File: src/rtl/alu_pkg.sv
// Shared constants for the ALU issue controller: ALU op codes, major opcodes, FSM states.
// The SLL/SLLI decode is present only when ALU_SLL_EN is defined (see alu_decode).
package alu_pkg;

    localparam logic [2:0] ALU_ADD = 3'b000;
    localparam logic [2:0] ALU_SUB = 3'b001;
    localparam logic [2:0] ALU_AND = 3'b010;
    localparam logic [2:0] ALU_OR  = 3'b011;
    localparam logic [2:0] ALU_SLL = 3'b100;
    localparam logic [2:0] ALU_SLT = 3'b101;

    localparam logic [6:0] OP_RTYPE  = 7'b0110011;
    localparam logic [6:0] OP_ITYPE  = 7'b0010011;
    localparam logic [6:0] OP_BRANCH = 7'b1100011;

    typedef enum logic [1:0] {
        IDLE = 2'd0,
        EXEC = 2'd1,
        RESP = 2'd2
    } state_t;

endpackage

File: src/rtl/alu_issue_ctrl_if.sv
// Request/response bus between the issue stage (master) and alu_issue_ctrl (slave).
interface alu_issue_ctrl_if;

    // Valid/ready: a transfer occurs on a rising clk edge where valid and ready are both 1.
    // The sender holds valid and payload stable until that edge; ready never waits on valid.
    logic        req_valid;
    logic        req_ready;
    logic [6:0]  req_opcode;
    logic [2:0]  req_funct3;
    logic        req_funct7_5;
    logic [31:0] req_rs1;
    logic [31:0] req_rs2;
    logic [31:0] req_imm;

    logic        rsp_valid;
    logic        rsp_ready;
    logic [31:0] rsp_result;
    logic        rsp_taken;
    logic        rsp_illegal;

    modport master (
        output req_valid, req_opcode, req_funct3, req_funct7_5, req_rs1, req_rs2, req_imm,
        output rsp_ready,
        input  req_ready, rsp_valid, rsp_result, rsp_taken, rsp_illegal
    );

    modport slave (
        input  req_valid, req_opcode, req_funct3, req_funct7_5, req_rs1, req_rs2, req_imm,
        input  rsp_ready,
        output req_ready, rsp_valid, rsp_result, rsp_taken, rsp_illegal
    );

endinterface

File: src/rtl/alu_decode.sv
// Combinational instruction decode to ALU control code and operand/branch flags.
// SLL and SLLI are legal only when ALU_SLL_EN is defined.
module alu_decode
    import alu_pkg::*;
(
    input  logic [6:0] opcode,
    input  logic [2:0] funct3,
    input  logic       funct7_5,
`ifdef ALU_SLL_EN
    input  logic [6:0] imm_hi,
`endif
    output logic [2:0] alu_control,
    output logic       use_imm,
    output logic       is_branch,
    output logic       branch_ne,
    output logic       illegal
);

    always_comb begin
        alu_control = ALU_ADD;
        use_imm     = 1'b0;
        is_branch   = 1'b0;
        branch_ne   = 1'b0;
        illegal     = 1'b1;
        case (opcode)
            OP_RTYPE: begin
                case (funct3)
                    3'b000: begin
                        illegal     = 1'b0;
                        alu_control = funct7_5 ? ALU_SUB : ALU_ADD;
                    end
                    3'b111: if (!funct7_5) begin illegal = 1'b0; alu_control = ALU_AND; end
                    3'b110: if (!funct7_5) begin illegal = 1'b0; alu_control = ALU_OR;  end
                    3'b010: if (!funct7_5) begin illegal = 1'b0; alu_control = ALU_SLT; end
`ifdef ALU_SLL_EN
                    3'b001: if (!funct7_5) begin illegal = 1'b0; alu_control = ALU_SLL; end
`endif
                    default: ;
                endcase
            end
            OP_ITYPE: begin
                use_imm = 1'b1;
                case (funct3)
                    3'b000: begin illegal = 1'b0; alu_control = ALU_ADD; end
                    3'b111: begin illegal = 1'b0; alu_control = ALU_AND; end
                    3'b110: begin illegal = 1'b0; alu_control = ALU_OR;  end
                    3'b010: begin illegal = 1'b0; alu_control = ALU_SLT; end
`ifdef ALU_SLL_EN
                    3'b001: if (imm_hi == 7'd0) begin illegal = 1'b0; alu_control = ALU_SLL; end
`endif
                    default: ;
                endcase
            end
            OP_BRANCH: begin
                is_branch   = 1'b1;
                alu_control = ALU_SUB;
                case (funct3)
                    3'b000: illegal = 1'b0;
                    3'b001: begin illegal = 1'b0; branch_ne = 1'b1; end
                    default: ;
                endcase
            end
            default: ;
        endcase
    end

endmodule

File: src/rtl/alu_issue_ctrl.sv
// ALU issue front end: accept one instruction, run it through the external ALU, return a response.
// Build option ALU_SLL_EN enables SLL/SLLI decoding.
module alu_issue_ctrl
    import alu_pkg::*;
(
    input  logic              clk,
    input  logic              rst_n,
    alu_issue_ctrl_if.slave   bus,
    output logic [31:0]       alu_src_a,
    output logic [31:0]       alu_src_b,
    output logic [2:0]        alu_control,
    input  logic [31:0]       alu_result,
    input  logic              alu_zero,
    output state_t            state_dbg
);

    state_t     state, state_nxt;
    logic [2:0] dec_control;
    logic       dec_use_imm, dec_is_branch, dec_branch_ne, dec_illegal;
    logic       is_branch_q, branch_ne_q;
    logic       accept;

    alu_decode u_decode (
        .opcode      (bus.req_opcode),
        .funct3      (bus.req_funct3),
        .funct7_5    (bus.req_funct7_5),
`ifdef ALU_SLL_EN
        .imm_hi      (bus.req_imm[11:5]),
`endif
        .alu_control (dec_control),
        .use_imm     (dec_use_imm),
        .is_branch   (dec_is_branch),
        .branch_ne   (dec_branch_ne),
        .illegal     (dec_illegal)
    );

    assign accept        = bus.req_valid && (state == IDLE);
    assign bus.req_ready = (state == IDLE);
    assign bus.rsp_valid = (state == RESP);
    assign state_dbg     = state;

    always_ff @(posedge clk or negedge rst_n) begin
        if (!rst_n) state <= IDLE;
        else        state <= state_nxt;
    end

    always_comb begin
        state_nxt = state;
        case (state)
            IDLE:    if (bus.req_valid) state_nxt = dec_illegal ? RESP : EXEC;
            EXEC:    state_nxt = RESP;
            RESP:    if (bus.rsp_ready) state_nxt = IDLE;
            default: state_nxt = IDLE;
        endcase
    end

    // Illegal requests leave the ALU operand registers untouched.
    always_ff @(posedge clk or negedge rst_n) begin
        if (!rst_n) begin
            alu_src_a       <= '0;
            alu_src_b       <= '0;
            alu_control     <= ALU_ADD;
            is_branch_q     <= 1'b0;
            branch_ne_q     <= 1'b0;
            bus.rsp_result  <= '0;
            bus.rsp_taken   <= 1'b0;
            bus.rsp_illegal <= 1'b0;
        end else if (accept) begin
            if (dec_illegal) begin
                bus.rsp_illegal <= 1'b1;
                bus.rsp_result  <= '0;
                bus.rsp_taken   <= 1'b0;
            end else begin
                alu_src_a       <= bus.req_rs1;
                alu_src_b       <= dec_use_imm ? bus.req_imm : bus.req_rs2;
                alu_control     <= dec_control;
                is_branch_q     <= dec_is_branch;
                branch_ne_q     <= dec_branch_ne;
                bus.rsp_illegal <= 1'b0;
            end
        end else if (state == EXEC) begin
            bus.rsp_result <= alu_result;
            bus.rsp_taken  <= is_branch_q && (branch_ne_q ^ alu_zero);
        end
    end

endmodule

File: src/flat_wrapper.sv
// flat-port wrapper written by rule: the top's interface ports become plain ports
module alu_issue_ctrl_flat import alu_pkg::*;
  (clk, rst_n, alu_src_a, alu_src_b, alu_control, alu_result, alu_zero, state_dbg, bus_req_valid, bus_req_opcode, bus_req_funct3, bus_req_funct7_5, bus_req_rs1, bus_req_rs2, bus_req_imm, bus_rsp_ready, bus_req_ready, bus_rsp_valid, bus_rsp_result, bus_rsp_taken, bus_rsp_illegal);
  alu_issue_ctrl_if bus_i ();
  input  logic clk;
  input  logic rst_n;
  output logic [31:0] alu_src_a;
  output logic [31:0] alu_src_b;
  output logic [2:0] alu_control;
  input  logic [31:0] alu_result;
  input  logic alu_zero;
  output state_t state_dbg;
  input wire logic [$bits(bus_i.req_valid)-1:0] bus_req_valid;
  input wire logic [$bits(bus_i.req_opcode)-1:0] bus_req_opcode;
  input wire logic [$bits(bus_i.req_funct3)-1:0] bus_req_funct3;
  input wire logic [$bits(bus_i.req_funct7_5)-1:0] bus_req_funct7_5;
  input wire logic [$bits(bus_i.req_rs1)-1:0] bus_req_rs1;
  input wire logic [$bits(bus_i.req_rs2)-1:0] bus_req_rs2;
  input wire logic [$bits(bus_i.req_imm)-1:0] bus_req_imm;
  input wire logic [$bits(bus_i.rsp_ready)-1:0] bus_rsp_ready;
  output wire logic [$bits(bus_i.req_ready)-1:0] bus_req_ready;
  output wire logic [$bits(bus_i.rsp_valid)-1:0] bus_rsp_valid;
  output wire logic [$bits(bus_i.rsp_result)-1:0] bus_rsp_result;
  output wire logic [$bits(bus_i.rsp_taken)-1:0] bus_rsp_taken;
  output wire logic [$bits(bus_i.rsp_illegal)-1:0] bus_rsp_illegal;
  assign bus_i.req_valid = bus_req_valid;
  assign bus_i.req_opcode = bus_req_opcode;
  assign bus_i.req_funct3 = bus_req_funct3;
  assign bus_i.req_funct7_5 = bus_req_funct7_5;
  assign bus_i.req_rs1 = bus_req_rs1;
  assign bus_i.req_rs2 = bus_req_rs2;
  assign bus_i.req_imm = bus_req_imm;
  assign bus_i.rsp_ready = bus_rsp_ready;
  assign bus_req_ready = bus_i.req_ready;
  assign bus_rsp_valid = bus_i.rsp_valid;
  assign bus_rsp_result = bus_i.rsp_result;
  assign bus_rsp_taken = bus_i.rsp_taken;
  assign bus_rsp_illegal = bus_i.rsp_illegal;
  alu_issue_ctrl u_core (.clk(clk), .rst_n(rst_n), .bus(bus_i), .alu_src_a(alu_src_a), .alu_src_b(alu_src_b), .alu_control(alu_control), .alu_result(alu_result), .alu_zero(alu_zero), .state_dbg(state_dbg));
endmodule
File: config.mk
export PLATFORM = sky130hd
export DESIGN_NAME = alu_issue_ctrl_flat
export DESIGN_NICKNAME = d
export VERILOG_FILES = /design/src/rtl/alu_pkg.sv /design/src/rtl/alu_issue_ctrl_if.sv /design/src/rtl/alu_decode.sv /design/src/rtl/alu_issue_ctrl.sv /design/src/flat_wrapper.sv
export SDC_FILE = /design/constraint.sdc
export NUM_CORES = 1
export LEC_CHECK = 0
export BUFFER_PORTS_ARGS = -buffer_cell sky130_fd_sc_hd__buf_4
export CORE_MARGIN = 4
export CORE_UTILIZATION = 46
export DETAILED_ROUTE_END_ITERATION = 8
export GPL_TIMING_DRIVEN = 1
export HOLD_SLACK_MARGIN = 0.06
export PLACE_DENSITY = 0.81
export SYNTH_ARGS = -nofsm -noshare
export SYNTH_HDL_FRONTEND = slang
export SYNTH_SLANG_ARGS = --single-unit
File: constraint.sdc
create_clock -name clk -period 2.1 [get_ports clk]
set_input_delay 0.42 -clock clk [delete_from_list [all_inputs] [get_ports clk]]
set_output_delay 0.42 -clock clk [all_outputs]
set_load 0.02 [all_outputs]
* After elaboration in Yosys (flattened, before gate mapping)
Index checks and enable logic that the tools add are counted. Widths: inputs -> output; s select.
Storage, ports and cells: bits in registers 105, output and inout bits 105, logic and storage cells 62
Cells by class: multiplexer cells 28, eq/ne operators 12, reductions and logical operators 11, bitwise logic cells 2
Operators by type and width (count):
- $mux 32 | 4
- $pmux 3 s3 | 2
- $mux 1 | 12
- $pmux 3 s4 | 1
- $mux 2 | 5
- $eq 7x5->1 const B | 1
- $eq 7x6->1 const B | 1
- $eq 7x7->1 const B | 1
- $eq 3x3->1 const B | 2
- $pmux 2 s3 | 1
- $reduce_and 2->1 | 3
- $ne 2x2->1 const B | 2
- $reduce_or 4->1 | 1
- $eq 3x1->1 const B | 1
- $eq 3x2->1 const B | 1
- $logic_not 3->1 | 1
- $mux 3 | 1
- $pmux 1 s3 | 1
- $reduce_or 3->1 | 1
- $eq 2x1->1 const B | 1
- $eq 2x2->1 const B | 1
- $logic_and 1x1->1 | 2
- $logic_not 2->1 | 1
- $ne 2x1->1 const B | 1
- other kinds (5) | 5

* Longest topological paths before layout
depth after elaboration 7, mapped depth 7, gate-level depth less buffers 5

* Modules after synthesis
From an unflattened synthesis, not the netlist that was laid out.
Unflattened totals: cell total of the unflattened synthesis 329, area total of the unflattened synthesis 4357.9 µm²
Modules (own cells, without submodules):
- alu_issue_ctrl | area an instance 4171.5 µm², sequential area each 2627.5 µm², times used 1, cells an instance 305
- alu_decode | area an instance 186.4 µm², sequential area each 0.0 µm², times used 1, cells an instance 24

* Worst setup path before layout
No wires, ideal clock.
path type register to register, start register u_core.state[0], in the netlist u_core.state_dbg[0], end register u_core.alu_control[0], path slack -0.176 ns, arrival time 2.151 ns, clock period less this slack 2.276 ns, cell stages (with the launch flop) 7, setup time 0.125 ns, cells stage by stage dfrtp_1 -> nor2_1 -> nand2_1 -> or4_4 -> buf_6 -> buf_12 -> mux2_4
Between the ends: cells in the longest elaborated chain, start to end 3
RTL lines:
- start, declared | RTL line alu_issue_ctrl.sv:17 | state_t state, state_nxt;
- start signal, assigned | RTL line alu_issue_ctrl.sv:44 | else state <= state_nxt;
- $logic_not 2->1
- named net bus_req_ready | RTL line flat_wrapper.sv:21 | output wire logic [$bits(bus_i.req_ready)-1:0] bus_req_ready;
- $logic_and 1x1->1 | RTL line alu_issue_ctrl.sv:37 | assign accept = bus.req_valid && (state == IDLE);
- $reduce_and 2->1 (no line)
- end signal, assigned | RTL line alu_issue_ctrl.sv:76 | alu_control <= dec_control;
- end, declared | RTL line alu_issue_ctrl.sv:11 | output logic [2:0] alu_control,
The timed path passes the listed nets, and every way through them passes these cells. A chain may end at the register's enable or synchronous reset.

* Final worst setup path
start register u_core.state[1], in the netlist u_core.state_dbg[1], end register u_core.alu_src_b[2]
Between the ends: cells in the longest elaborated chain, start to end 3
RTL lines:
- $logic_not 2->1 | RTL line alu_issue_ctrl.sv:37
- $logic_and 1x1->1 | RTL line alu_issue_ctrl.sv:37
- $reduce_and 2->1 (no line)
- end signal, assigned | RTL line alu_issue_ctrl.sv:75 | alu_src_b <= dec_use_imm ? bus.req_imm : bus.req_rs2;
- end, declared | RTL line alu_issue_ctrl.sv:10 | output logic [31:0] alu_src_b,
No other way between the ends.

==> qor.yml <==
synthesis:
  synth_most_common_cell: "dfrtp_1"
  ys_warn_count: 0
  synthCells: 367
  yosys_most_used_dff: "dfrtp_1"
  postSynthAreaPerCell_sq_um: 13.3
  netlist_top_cells_count: "dfrtp_1, nand2_1, mux2_4, a21oi_1, mux2_2"
  synthTopCellsByArea: "dfrtp_1, mux2_4, mux2_2"
  syn-num-nets: 511
  synth_top_area_cell: "dfrtp_1"
  yosys.area.top_type_share_pct: 53.8
  synth_area_sq_um: 4880
  ys_ff_latch: 105
  synth_edf_count: 0
  async_flop_share_pct: 100
  yosysSeqAreaShare_pct: 53.8
  synth_cell_types: 29
timing:
  hold_violations: 0
  timing.fmax_ghz: 0.491
  setup_violations: 0
  post-route-min-period_ns: 2.03
  rsz0062_at_grt: "true"
  slew_violations: 0
  skew_ns: 0.0167
  relSlewSlack_pct: 75.8
  fin_crit_sh_pct: 96.9
  worstMarginPinSlew_ns: 0.360
placement:
  gp_congestion: 0.864
  post_dp_cell_area_sq_um: 6940
  dpl.hpwl_microns: 9780
  port_buffers: 248
global_routing:
  grt_pass1_vias: 4016
  grt_max_degree: 46
  grt_overflow: 0
  grt_util_all_layers_pct: 19.7
  grt_pass1_wl_microns: 19900
  antenna_found_initial: 0
routing:
  vias: 3756
  drt-wirelength-per-cell_microns: 16.3
  dr.pass1.iters: 4
  wl_microns: 12500
  drc: 0
  ant_nets: 0
  detail_route.vias_per_cell: 4.89
  drtIter0Drc: 172
pwr:
  power_leakage_nw: 3.88
  pwr_density_cell_nw_per_um2: 667
  ir_worst_vdd_mv: 0.413
run_status:
  status: "finished clean"
critical_path:
  end_kind: "flop"
  path_max_fanout: 37
  path_class: "reg -> reg"
  worstPathArrival_ns: 2.27
  required_ns: 2.33
  crit_path_start_kind: "flop"
cells_and_area:
  fin_area_sq_um: 7170
  drive_gt1_share_pct: 61.9
  fillCellCount: 745
  antenna_cells: 0
  area_delta_synth_final_pct: 46.9
  utilization_pct: 69.5
  fin_nets: 771
floorplan:
  rows: 37
  die-area_sq_um: 12300
  die_h_microns: 111
  io_pins: 249
  initial_utilization_pct: 47.3
  fp.coreArea_sq_um: 10300
  die_x_microns: 111
clock_tree:
  clk_path_buf_depth: 2
  insertion_delay_ns: 0.35
  clkTransAtPathRegs_ns: 0.12
  cts-root-buf: "clkbuf_8"
  cts_buffers: 9
  cts_max_level: 3
  cts_sinks: 105
  cts_tree: "yes"
min_path:
  holdCritPathClass: "in -> reg"
flow_run:
  drv_cap: 0
==> routing by layer <==
metal  up-vias  track usage [%]  wire length, microns
met5         -                0                     0
met4         0             5.43                   193
met3        15             4.59                   909
met2       144             35.0                  6590
met1      1825             24.1                  4850
li1       1772                -                     -
==> cell usage in the layout, fill, tap and decap left out, types with 2 or more instances in the layout <==
| cell | netlist | routed |
|---|---|---|
| nand2_1 | 71 | 71 |
| or3_1 | 2 | 2 |
| nor3_1 | 3 | 2 |
| buf_4 | 0 | 264 |
| mux2_2 | 32 | 32 |
| a21oi_1 | 34 | 34 |
| dfrtp_1 | 105 | 104 |
| nor2_1 | 5 | 4 |
| inv_1 | 5 | 5 |
| mux2_4 | 69 | 69 |
| buf_12 | 7 | 5 |
| nand2b_1 | 3 | 3 |
| inv_6 | 0 | 3 |
| clkbuf_8 | 0 | 10 |
| inv_8 | 0 | 2 |
==> worst max-delay path: stages, from the launching register on <==
cell and delay (ns):
dfrtp_2 0.46, nor2_2 0.15, nand2_1 0.13, or4_4 0.59, buf_12 0.23, mux2_4 0.32
==> area by class of cell <==
type                    count  area, sq um  area share (%)
repair buffers            270         2090            29.2
flip-flops and latches    105         2630            36.7
multi-input cells         236         2040            28.5
clock inverters             6         78.8            1.10
clock buffers              10          138            1.92
inverters                   5         18.8           0.262
well taps                 136          170            2.37
==> sequential cells by signal (all words and copies together), names as in the netlist <==
signal and flops:
u_core.alu_src_a 32, u_core.alu_src_b 32, u_core.bus.rsp_result 32, u_core.alu_control 3, u_core.state_dbg 2, u_core.branch_ne_q 1
u_core.bus.rsp_illegal 1, u_core.bus.rsp_taken 1, u_core.is_branch_q 1
==> where the power goes <==
part	switching, mW	leakage, nW	total (mW)	internal [mW]
registers	0.109	1.43	2.30	2.19
clock network	0.722	0.112	1.34	0.615
logic	0.494	2.34	1.15	0.657
==> final timing paths <==
kind	from	cells after the start	to	slack, ns
worst max-delay path	u_core.state_dbg[1]$_DFFE_PN0P_	5	u_core.alu_src_b[2]$_DFFE_PN0P_	0.07
worst min-delay path	bus_req_rs1[16]	2	u_core.alu_src_a[16]$_DFFE_PN0P_	0.28
worst max register to register	u_core.state_dbg[1]$_DFFE_PN0P_	5	u_core.alu_src_b[2]$_DFFE_PN0P_	0.07
worst min register to register	u_core.alu_src_a[7]$_DFFE_PN0P_	1	u_core.alu_src_a[7]$_DFFE_PN0P_	0.52
max in group asynchronous	rst_n	3	u_core.alu_src_a[6]$_DFFE_PN0P_	0.97
min in group asynchronous	rst_n	2	u_core.alu_src_a[23]$_DFFE_PN0P_	0.47
==> per-stage QoR <==
stage	TNS, ns	cells	power (mW)	worst slack, ns	hold WS [ns]
finish	0	768	4.79	0.0652	0.278
global route	-0.00639	768	4.98	-0.00406	0.261
CTS	0	768	4.84	0.0753	0.262
detailed placement	-14.37	751	3.49	-0.224	0.324
global placement	-13.15	751	3.46	-0.195	0.315
floorplan	-3.72	367	2.86	-0.0543	0.124
==> logic make-up after synthesis <==
kind of cell / synth area share (%)
flip-flops: 53.8
multiplexers: 28.6
XOR/XNOR: 0.179
buffers and inverters: 4.49
AND/OR/NAND/NOR: 8.02
AO/OA/AOI/OAI: 4.87
==> timing repair <==
action,CTS,global route
endpoints found under the setup margin,0,13
hold buffers,1,0
buffers inserted,0,0
hold endpoints to repair,18,0
resized for setup,0,1
(Power assumes the default switching activity.)
